### config.mk
export PLATFORM = sky130hd
export DESIGN_NAME = single_address_rom
export DESIGN_NICKNAME = d
export VERILOG_FILES = /design/src/rtl/single_address_rom.sv
export SDC_FILE = /design/constraint.sdc
export NUM_CORES = 1
export LEC_CHECK = 0
export CORE_AREA = 3 3 40 42
export CTS_BUF_LIST = sky130_fd_sc_hd__clkbuf_4 sky130_fd_sc_hd__clkbuf_8
export CTS_CLUSTER_SIZE = 12
export DETAILED_ROUTE_END_ITERATION = 7
export DIE_AREA = 0 0 43 45
export PLACE_DENSITY = 0.53
export SETUP_SLACK_MARGIN = 0.05
export SYNTH_ARGS = -nofsm -noshare
export SYNTH_HDL_FRONTEND = slang
export SYNTH_SLANG_ARGS = --single-unit
### constraint.sdc
create_clock -name clk -period 1.3 [get_ports clk]
set_input_delay 0.26 -clock clk [delete_from_list [all_inputs] [get_ports clk]]
set_output_delay 0.26 -clock clk [all_outputs]
set_load 0.02 [all_outputs]
### src/rtl/single_address_rom.sv
// 16 x 16-bit constant lookup table with one registered read port.
// Optional macro ROM_PARITY_EN adds a registered even-parity output of the word read.
module single_address_rom #(
    parameter int DATA_W = 16,
    parameter int ADDR_W = 4
) (
    input  logic              clk,
    input  logic              rst,
    input  logic              en,
    input  logic [ADDR_W-1:0] addr,
`ifdef ROM_PARITY_EN
    output logic              parity_out,
`endif
    output logic [DATA_W-1:0] data_out
);

    // Power-up value of zero matches the reset value, so the output is never X.
    logic [DATA_W-1:0] data_q = '0;
    logic [DATA_W-1:0] rom_word;

    // An unknown address falls through to the default and reloads the held word.
    always_comb begin
        rom_word = data_q;
        case (addr)
            4'h0:    rom_word = 16'h0000;
            4'h1:    rom_word = 16'h1111;
            4'h2:    rom_word = 16'h2222;
            4'h3:    rom_word = 16'h3333;
            4'h4:    rom_word = 16'h4444;
            4'h5:    rom_word = 16'h5555;
            4'h6:    rom_word = 16'h6666;
            4'h7:    rom_word = 16'h7777;
            4'h8:    rom_word = 16'h8888;
            4'h9:    rom_word = 16'h9999;
            4'hA:    rom_word = 16'hAAAA;
            4'hB:    rom_word = 16'hBBBB;
            4'hC:    rom_word = 16'hCCCC;
            4'hD:    rom_word = 16'hDDDD;
            4'hE:    rom_word = 16'hEEEE;
            4'hF:    rom_word = 16'hFFFF;
            default: rom_word = data_q;
        endcase
    end

    always_ff @(posedge clk) begin
        if (rst) begin
            data_q <= '0;
        end else if (en) begin
            data_q <= rom_word;
        end
    end

    assign data_out = data_q;

`ifdef ROM_PARITY_EN
    logic parity_q = 1'b0;

    always_ff @(posedge clk) begin
        if (rst) begin
            parity_q <= 1'b0;
        end else if (en) begin
            parity_q <= ^rom_word;
        end
    end

    assign parity_out = parity_q;
`endif

endmodule

==> key figures, run 1 <==
GRT
  • Initial antenna violation count: 0
  • Gr ovfl total: 0
  • Vias in the first global route: 172
  • Total GRT Usage: 6.01%
  • Largest net degree at the start of global routing: 6
  • Met3 Use GR: 6.37%
  • Gr busiest metal: met2
  • First-pass GRT wire length: 752 um
  • Met1 Use GR: 4.37%
  • Met2 GRT Util: 9.58%

Timing
  • Final worst-path setup slack: 0.0974 ns
  • Final setup fails: 0
  • Max-slew violations: 0
  • Setup TNS: 0 ns
  • Slew of the pin with the lowest slew margin: 0.248 ns
  • Period Utilization, post-route: 92.5%
  • Hold slack: 0.547 ns
  • Endpoints failing hold: 0
  • Fmax: 832 MHz
  • Fin crit period: 1.20 ns
  • Unrepaired setup endpoints after global routing: yes
  • Clock Skew: 0 ns
  • Slew margin rel.: 83.4%

Worst setup path
  • WP data arrival: 0.94 ns
  • Setup CP Type: register to output pin
  • Reg-to-reg startpoint: data_out[13]$_SDFFE_PP0P_
  • Worst setup EP type: output pin
  • CP required: 1.04 ns
  • Cells along the critical path: dlygate4sd2_1
  • Worst setup path start: data_out[13]$_SDFFE_PP0P_
  • CP max stage cell: dfxtp_1
  • Max Fanout on Critical Path: 5
  • Type of origin of the critical path: register
  • Slowest Stage Delay on Critical Path: 0.36 ns
  • Number of buffer and inverter stages on the critical path: 1
  • Cell family with most CP delay: flip-flops

Pwr
  • P_leak: 0.207 nW
  • PwrDens: 1030 mW/mm2
  • Pint: 0.000284 W
  • Max rail drop VDD: 0.644 mV
  • Share of total power in the clock network: 37.9%
  • Total power: 0.000394 W
  • Switching share of power: 27.9%
  • Comb pwr share: 27.1%
  • Sequential power share: 35.0%
  • Sw power: 0.000110 W

Placement
  • Placement Setup Slack: 0.0228 ns
  • Gpl congestion: 0.644
  • # port buffers: 22
  • DP Cell Count: 49

Cells and area
  • Area grow syn2layout: 65.8%
  • Final net count: 46
  • Max reg flops: 4
  • Layout cells sized above 1: 8.11%
  • Antenna fix cells: 0
  • Final non-filler cell total: 52

Logic synthesis
  • Synth Instances: 25
  • Synth Register Bits: 4
  • Seq/Total Area, Yosys: 34.8%
  • Synthesized area per cell: 9.21 um2
  • Synth Cell Area: 230 um2
  • Synth cell types: 5
  • Syn Nets: 32
  • Synth warnings: 0

Die
  • Die Y: 45 um
  • I/O pins: 23
  • Die area: 0.00194 mm2
  • Initial Util: 17.9%
  • Die Width: 43 um
  • Num rows: 13
  • Core Footprint: 0.00128 mm2

Status
  • Status: finished clean

Route
  • Initial DRT Pass Iterations: 1
  • DR vias/cell: 3.65
  • Via count: 190
  • Post-route ant nets: 0
  • WL/cell: 9.73 um
  • Starting DRT DRC Count: 0
  • # DRC: 0
  • Final Routed Wirelength: 506 um

Min path
  • Hold WC Path Type: register to register
  • Hold Startpoint: data_out[14]$_SDFFE_PP0P_

CTS
  • Root buf cell: clkbuf_4
  • Sink Count: 4
  • H-tree depth: 1
  • CTS tree: done
  • Clk buf depth: 2
  • Worst skew pair latency: 0.23 ns
  • TritonCTS Buffers: 3
  • Clock Pin Slew Worst Setup and Hold Paths: 0.04 ns

Flow run
  • Maxcap violations: 0
## metal layers
layer	vias up	wire length (um)
met4	0	0
li1	91	-
met5	-	0
met2	17	262
met1	82	151
met3	0	92
## timing repair
item / CTS / global route
hold buffers: 0 / 0
resized for setup: 16 / 4
setup endpoints to repair: 16 / 13
pin swaps: 0 / 0
buffers inserted: 0 / 0
## per-stage QoR
| stage | area, um2 | utilization, % |
|---|---|---|
| finish | 382 | 29.7 |
| global route | 382 | 29.7 |
| CTS | 377 | 29.3 |
| detailed placement | 374 | 29.1 |
| global placement | 374 | 29.1 |
| floorplan | 230 | - |
## logic make-up (layout without fill, tap and decap cells)
| kind of cell | Yosys count | after routing | share of synthesized area [%] |
|---|---|---|---|
| multiplexers | 4 | 4 | 17.4 |
| buffers and inverters | 13 | 25 | 41.3 |
| AND/OR/NAND/NOR | 4 | 4 | 6.52 |
| flip-flops | 4 | 4 | 34.8 |
## cell usage after synthesis
master     n  area, um2
mux2i_1    4       40.0
nor2_1     4       15.0
buf_4     12       90.1
dfxtp_1    4       80.1
clkbuf_2   1       5.00
## power by group through the flow
stage	clock network, W	registers (W)	logic (W)
4_1_cts	0.000159	0.000138	0.000107
3_3_place_gp	0	0.000140	0.000126
2_1_floorplan	0	0.000149	0.0000717
3_5_place_dp	0	0.000141	0.000127
6_report	0.000149	0.000138	0.000107
5_1_grt	0.000169	0.000140	0.000112
## layout by cell type (no fill, tap or decap)
cell,synthesis,final
clkdlybuf4s50_1,0,6
nor2_1,4,4
clkbuf_4,0,3
dlygate4sd2_1,0,12
mux2i_1,4,4
dfxtp_1,4,4
clkdlybuf4s15_1,0,4
## layout make-up
class	instances	area (um2)
fill	141	903
sequential	4	80.1
clock buffer	3	22.5
timing repair buffer	22	205
multi-input combinational	8	55.1
tap	15	18.8
## final timing paths
kind	end	slack, ns	depth (start not counted)
worst max-delay path	data_out[5]	0.1	1
worst min-delay path	data_out[14]$_SDFFE_PP0P_	0.55	2
worst max register to register	data_out[13]$_SDFFE_PP0P_	0.67	2
worst min register to register	data_out[14]$_SDFFE_PP0P_	0.55	2
Note: power is estimated with default switching activity, not from simulation.
==> inputs of run 2 (changes only) <==
- MAX_ROUTING_LAYER: unset -> met4
==> key figures, run 2 (synthesized netlist as in run 1, its figures left out) <==
Worst setup path
  • Cells along the critical path: dlygate4sd2_1
  • Setup CP Type: register to output pin
  • CP required: 1.04 ns (about the same)
  • Max Fanout on Critical Path: 5 (unchanged)
  • Type of origin of the critical path: register
  • Reg2Reg Setup Slack: 0.67 ns (about the same)
  • Number of buffer and inverter stages on the critical path: 1 (unchanged)
  • Reg-to-reg startpoint: data_out[13]$_SDFFE_PP0P_
  • Critical R2R Capture: data_out[13]$_SDFFE_PP0P_
  • Worst path depth: 1 (unchanged)
  • Worst setup path start: data_out[13]$_SDFFE_PP0P_
  • Worst setup EP type: output pin
  • Cells on worst reg2reg path: 2 (unchanged)
  • Slowest Stage Delay on Critical Path: 0.36 ns (about the same)
  • Critical path endpoint: data_out[5]
  • CP max stage cell: dfxtp_1
  • Cell family with most CP delay: flip-flops
  • WP data arrival: 0.94 ns (about the same)

Cells and area
  • FILL cells: 141 (unchanged)
  • Final net count: 46 (unchanged)
  • Max reg flops: 4 (unchanged)
  • Commonest cells after routing, fill and taps aside: dlygate4sd2_1 (12), clkdlybuf4s50_1 (6)
  • Fin area: 382 um2 (unchanged)
  • Antenna fix cells: 0 (unchanged)
  • Area grow syn2layout: 65.8% (unchanged)
  • Most common cell after layout, fill and taps aside: dlygate4sd2_1
  • Utilization after layout: 29.7% (unchanged)
  • Layout cells sized above 1: 8.11% (unchanged)

Route
  • Initial DRT Pass Iterations: 1 (unchanged)
  • Starting DRT DRC Count: 0 (unchanged)
  • # DRC: 0 (unchanged)
  • Via count: 190 (unchanged)
  • WL/cell: 9.73 um (unchanged)
  • Final Routed Wirelength: 506 um (unchanged)
  • DR vias/cell: 3.65 (unchanged)
  • Post-route ant nets: 0 (unchanged)

Die
  • I/O pins: 23 (unchanged)
  • Die Y: 45 um (unchanged)
  • Die area: 0.00194 mm2 (unchanged)
  • Initial Util: 17.9% (unchanged)
  • Core Footprint: 0.00128 mm2 (unchanged)
  • Num rows: 13 (unchanged)
  • Die Width: 43 um (unchanged)

GRT
  • First-pass GRT wire length: 752 um (unchanged)
  • Gr ovfl total: 0 (unchanged)
  • Total GRT Usage: 6.19% (+0.18 points)
  • Largest net degree at the start of global routing: 6 (unchanged)
  • Initial antenna violation count: 0 (unchanged)
  • Vias in the first global route: 173 (+0.58%)

Timing
  • Slew of the pin with the lowest slew margin: 0.248 ns (unchanged)
  • Final setup fails: 0 (unchanged)
  • Endpoints failing hold: 0 (unchanged)
  • Setup TNS: 0 ns (unchanged)
  • Fin crit period: 1.20 ns (-0.000570 ns)
  • Slew margin rel.: 83.4% (unchanged)
  • Unrepaired setup endpoints after global routing: yes
  • Max-slew violations: 0 (unchanged)
  • Hold slack: 0.547 ns (unchanged)
  • Clock Skew: 0 ns (unchanged)
  • Fmax: 832 MHz (about the same)
  • Period Utilization, post-route: 92.5% (about the same)

CTS
  • Clk buf depth: 2 (unchanged)
  • Clock Pin Slew Worst Setup and Hold Paths: 0.04 ns (about the same)
  • Worst skew pair latency: 0.23 ns (about the same)
  • H-tree depth: 1 (unchanged)
  • CTS tree: done
  • Post-CTS Setup Inserts: 0 (unchanged)
  • Root buf cell: clkbuf_4
  • Sink Count: 4 (unchanged)
  • TritonCTS Buffers: 3 (unchanged)
  • # hold bufs at CTS: 0 (unchanged)

Status
  • Status: finished clean

Pwr
  • Max rail drop VDD: 0.643 mV (-0.20%)
  • Total power: 0.000394 W (-0.11%)
  • P_leak: 0.207 nW (unchanged)
  • PwrDens: 1030 mW/mm2 (-0.11%)

Flow run
  • Maxcap violations: 0 (unchanged)

Placement
  • # port buffers: 22 (unchanged)
  • DP Area: 374 um2 (unchanged)
  • Gpl congestion: 0.650 (+0.85%)

Min path
  • Hold WC Path Type: register to register
[run 2: how the worst min path moves through the flow]
stage	start	to	slack (ns)	depth (start not counted)
after floorplan	rst	data_out[11]$_SDFFE_PP0P_	0.33	1
after global placement	data_out[13]$_SDFFE_PP0P_	data_out[13]$_SDFFE_PP0P_	0.54	2
after detailed placement	data_out[13]$_SDFFE_PP0P_	data_out[13]$_SDFFE_PP0P_	0.56	2
after CTS	data_out[12]$_SDFFE_PP0P_	data_out[12]$_SDFFE_PP0P_	0.56	2
after global routing	data_out[12]$_SDFFE_PP0P_	data_out[12]$_SDFFE_PP0P_	0.58	2
final	data_out[14]$_SDFFE_PP0P_	data_out[14]$_SDFFE_PP0P_	0.55	2
[run 2: area by class of cell]
cell class                      count  area [um2]  area share (%)
Tap cell                           15        18.8            4.92
Sequential cell                     4        80.1            21.0
Timing Repair Buffer               22         205            53.8
Multi-Input combinational cell      8        55.1            14.4
Clock buffer                        3        22.5            5.90
[run 2: stage by stage]
stage / instances / setup WS (ns)
6_report: 52 / 0.0979
5_1_grt: 52 / 0.0379
4_1_cts: 52 / 0.0787
3_5_place_dp: 49 / 0.0228
3_3_place_gp: 49 / 0.0505
2_1_floorplan: 25 / 0.380
[run 2: power by group]
| group | total (W) | internal, W | switching, W |
|---|---|---|---|
| registers | 0.000138 | 0.000131 | 0.00000680 |
| clock network | 0.000149 | 0.000103 | 0.0000461 |
| logic | 0.000107 | 0.0000502 | 0.0000566 |
[run 2: metal layers]
metal | up-vias | share of wire (%) | track usage, %
li1 | 91 | - | -
met1 | 82 | 30 | 4.37
met2 | 17 | 52 | 9.58
met3 | 0 | 18 | 6.37
met4 | 0 | 0 | 3.61
met5 | - | 0 | -
[run 2: repair_timing]
item / 4_1_cts / 5_1_grt
endpoints found under the hold margin: 0 / 0
pin swaps: 0 / 0
gates resized for setup: 16 / 4
endpoints found under the setup margin: 16 / 13
==> inputs of run 3 (changes only) <==
--- a/constraint.sdc
+++ b/constraint.sdc
@@ -3,2 +3,2 @@
 set_output_delay 0.26 -clock clk [all_outputs]
-set_load 0.02 [all_outputs]
+set_load 0.05 [all_outputs]
==> key figures, run 3 (synthesized netlist as in run 1, its figures left out) <==
Pwr
  • Sequential power share: 28.1% (-6.9 points)
  • Sw power: 0.000196 W (+79%)
  • Total power: 0.000558 W (+42%)
  • Max rail drop VDD: 0.635 mV (-1.2%)
  • Switching share of power: 35.1% (+7.3 points)
  • P_leak: 0.239 nW (+16%)
  • Share of total power in the clock network: 27.2% (-11 points)
  • Pint: 0.000362 W (+28%)
  • Comb pwr share: 44.7% (+18 points)
  • PwrDens: 994 mW/mm2 (-3.6%)

Die
  • I/O pins: 23 (unchanged)
  • Die Y: 45 um (unchanged)
  • Die area: 0.00194 mm2 (unchanged)
  • Initial Util: 17.9% (unchanged)
  • Num rows: 13 (unchanged)
  • Die Width: 43 um (unchanged)
  • Core Footprint: 0.00128 mm2 (unchanged)

Route
  • # DRC: 0 (unchanged)
  • Via count: 190 (unchanged)
  • Initial DRT Pass Iterations: 1 (unchanged)
  • Starting DRT DRC Count: 0 (unchanged)
  • Final Routed Wirelength: 546 um (+7.9%)
  • WL/cell: 10.5 um (+7.9%)
  • Post-route ant nets: 0 (unchanged)
  • DR vias/cell: 3.65 (unchanged)

Timing
  • Fin crit period: 1.12 ns (-0.0865 ns)
  • Setup TNS: 0 ns (unchanged)
  • Hold slack: 0.607 ns (+0.0606 ns)
  • Slew margin rel.: 83.3% (-0.12 points)
  • Clock Skew: 0 ns (unchanged)
  • Max-slew violations: 0 (unchanged)
  • Fmax: 896 MHz (+7.8%)
  • Slew of the pin with the lowest slew margin: 0.250 ns (+0.00173 ns)
  • Final setup fails: 0 (unchanged)
  • Endpoints failing hold: 0 (unchanged)
  • Period Utilization, post-route: 85.8% (-6.7 points)
  • Unrepaired setup endpoints after global routing: no

Placement
  • DP Area: 534 um2 (+43%)
  • # port buffers: 22 (unchanged)
  • Gpl congestion: 0.650 (about the same)

Worst setup path
  • Max Fanout on Critical Path: 5 (unchanged)
  • Cells along the critical path: buf_12
  • Setup CP Type: register to output pin
  • WP data arrival: 0.86 ns (-0.08 ns)
  • Worst setup path start: data_out[11]$_SDFFE_PP0P_
  • Reg-to-reg startpoint: data_out[11]$_SDFFE_PP0P_
  • CP max stage cell: dfxtp_2
  • Worst setup EP type: output pin
  • Slowest Stage Delay on Critical Path: 0.45 ns (+0.09 ns)
  • Type of origin of the critical path: register
  • Number of buffer and inverter stages on the critical path: 1 (unchanged)
  • Cell family with most CP delay: flip-flops
  • CP required: 1.04 ns (about the same)

Cells and area
  • Final net count: 46 (unchanged)
  • Area grow syn2layout: 144%
  • Layout cells sized above 1: 62.2% (+54 points)
  • Storage element area: 85.1 um2 (+6.2%)
  • Antenna fix cells: 0 (unchanged)
  • Commonest cells after routing, fill and taps aside: buf_12 (16), clkdlybuf4s50_1 (6), mux2i_1 (4), nor2_1 (4), dfxtp_2 (4)
  • FILL cells: 119 (-16%)
  • Multi-input gate area: 55.1 um2 (unchanged)
  • Fin area: 562 um2 (+47%)
  • Max reg flops: 4 (unchanged)
  • Most common cell after layout, fill and taps aside: buf_12

CTS
  • Root buf cell: clkbuf_4
  • Worst skew pair latency: 0.23 ns (about the same)
  • Sink Count: 4 (unchanged)
  • CTS tree: done
  • Clk buf depth: 2 (unchanged)
  • Clock Pin Slew Worst Setup and Hold Paths: 0.04 ns (about the same)
  • Post-CTS Setup Inserts: 0 (unchanged)
  • H-tree depth: 1 (unchanged)
  • TritonCTS Buffers: 3 (unchanged)

Flow run
  • Maxcap violations: 0 (unchanged)

Min path
  • Hold Startpoint: data_out[14]$_SDFFE_PP0P_
  • Hold WC Path Type: register to register

GRT
  • First-pass GRT wire length: 883 um (+17%)
  • Vias in the first global route: 215 (+24%)
  • Total GRT Usage: 7.29% (+1.1 points)
  • Gr ovfl total: 0 (unchanged)
  • Initial antenna violation count: 0 (unchanged)
  • Largest net degree at the start of global routing: 6 (unchanged)

Status
  • Status: finished clean
==> run 3: changes by cell type in the layout (fill, tap and decap cells not counted) <==
cell and change:
dfxtp_1 -4, dfxtp_2 +4, buf_12 +16, clkdlybuf4s15_1 -4
dlygate4sd2_1 -12
==> run 3: worst paths after layout <==
check | end | slack, ns | cells after the start
hold / removal | data_out[14]$_SDFFE_PP0P_ | 0.61 | 2
setup reg to reg | data_out[11]$_SDFFE_PP0P_ | 0.60 | 2
setup / recovery | data_out[15] | 0.18 | 1
hold reg to reg | data_out[14]$_SDFFE_PP0P_ | 0.61 | 2
==> run 3: what timing repair did <==
action / in CTS / in global routing
endpoints found under the setup margin: 16 / 0
gates resized for setup: 4 / 0
endpoints found under the hold margin: 0 / 0
hold buffers: 0 / 0
==> run 3: per-layer routing <==
metal  track usage [%]  routed length [um]
met3              7.97                  98
met2              11.7                 282
met4              3.61                   0
met1              4.82                 166
met5                 -                   0
==> run 3: power by group through the flow <==
stage | logic, W | registers (W) | clock network [W]
2_1_floorplan | 0.000122 | 0.000166 | 0
3_3_place_gp | 0.000251 | 0.000156 | 0
3_5_place_dp | 0.000252 | 0.000158 | 0
4_1_cts | 0.000252 | 0.000157 | 0.000164
5_1_grt | 0.000255 | 0.000158 | 0.000179
6_report | 0.000249 | 0.000157 | 0.000152
==> run 3: layout make-up <==
class,instances,share of cell area [%]
sequential,4,15.1
clock buffer,3,4.01
multi-input combinational,8,9.80
tap,15,3.34
timing repair buffer,22,67.7
==> run 3: metrics by stage <==
| step | utilization [%] | worst slack (ns) | instances |
|---|---|---|---|
| final | 43.7 | 0.184 | 52 |
| after global routing | 43.7 | 0.142 | 52 |
| after CTS | 43.7 | 0.165 | 52 |
| after detailed placement | 41.6 | 0.0210 | 49 |
| after global placement | 41.6 | 0.0535 | 49 |
| after floorplan | - | 0.0881 | 25 |
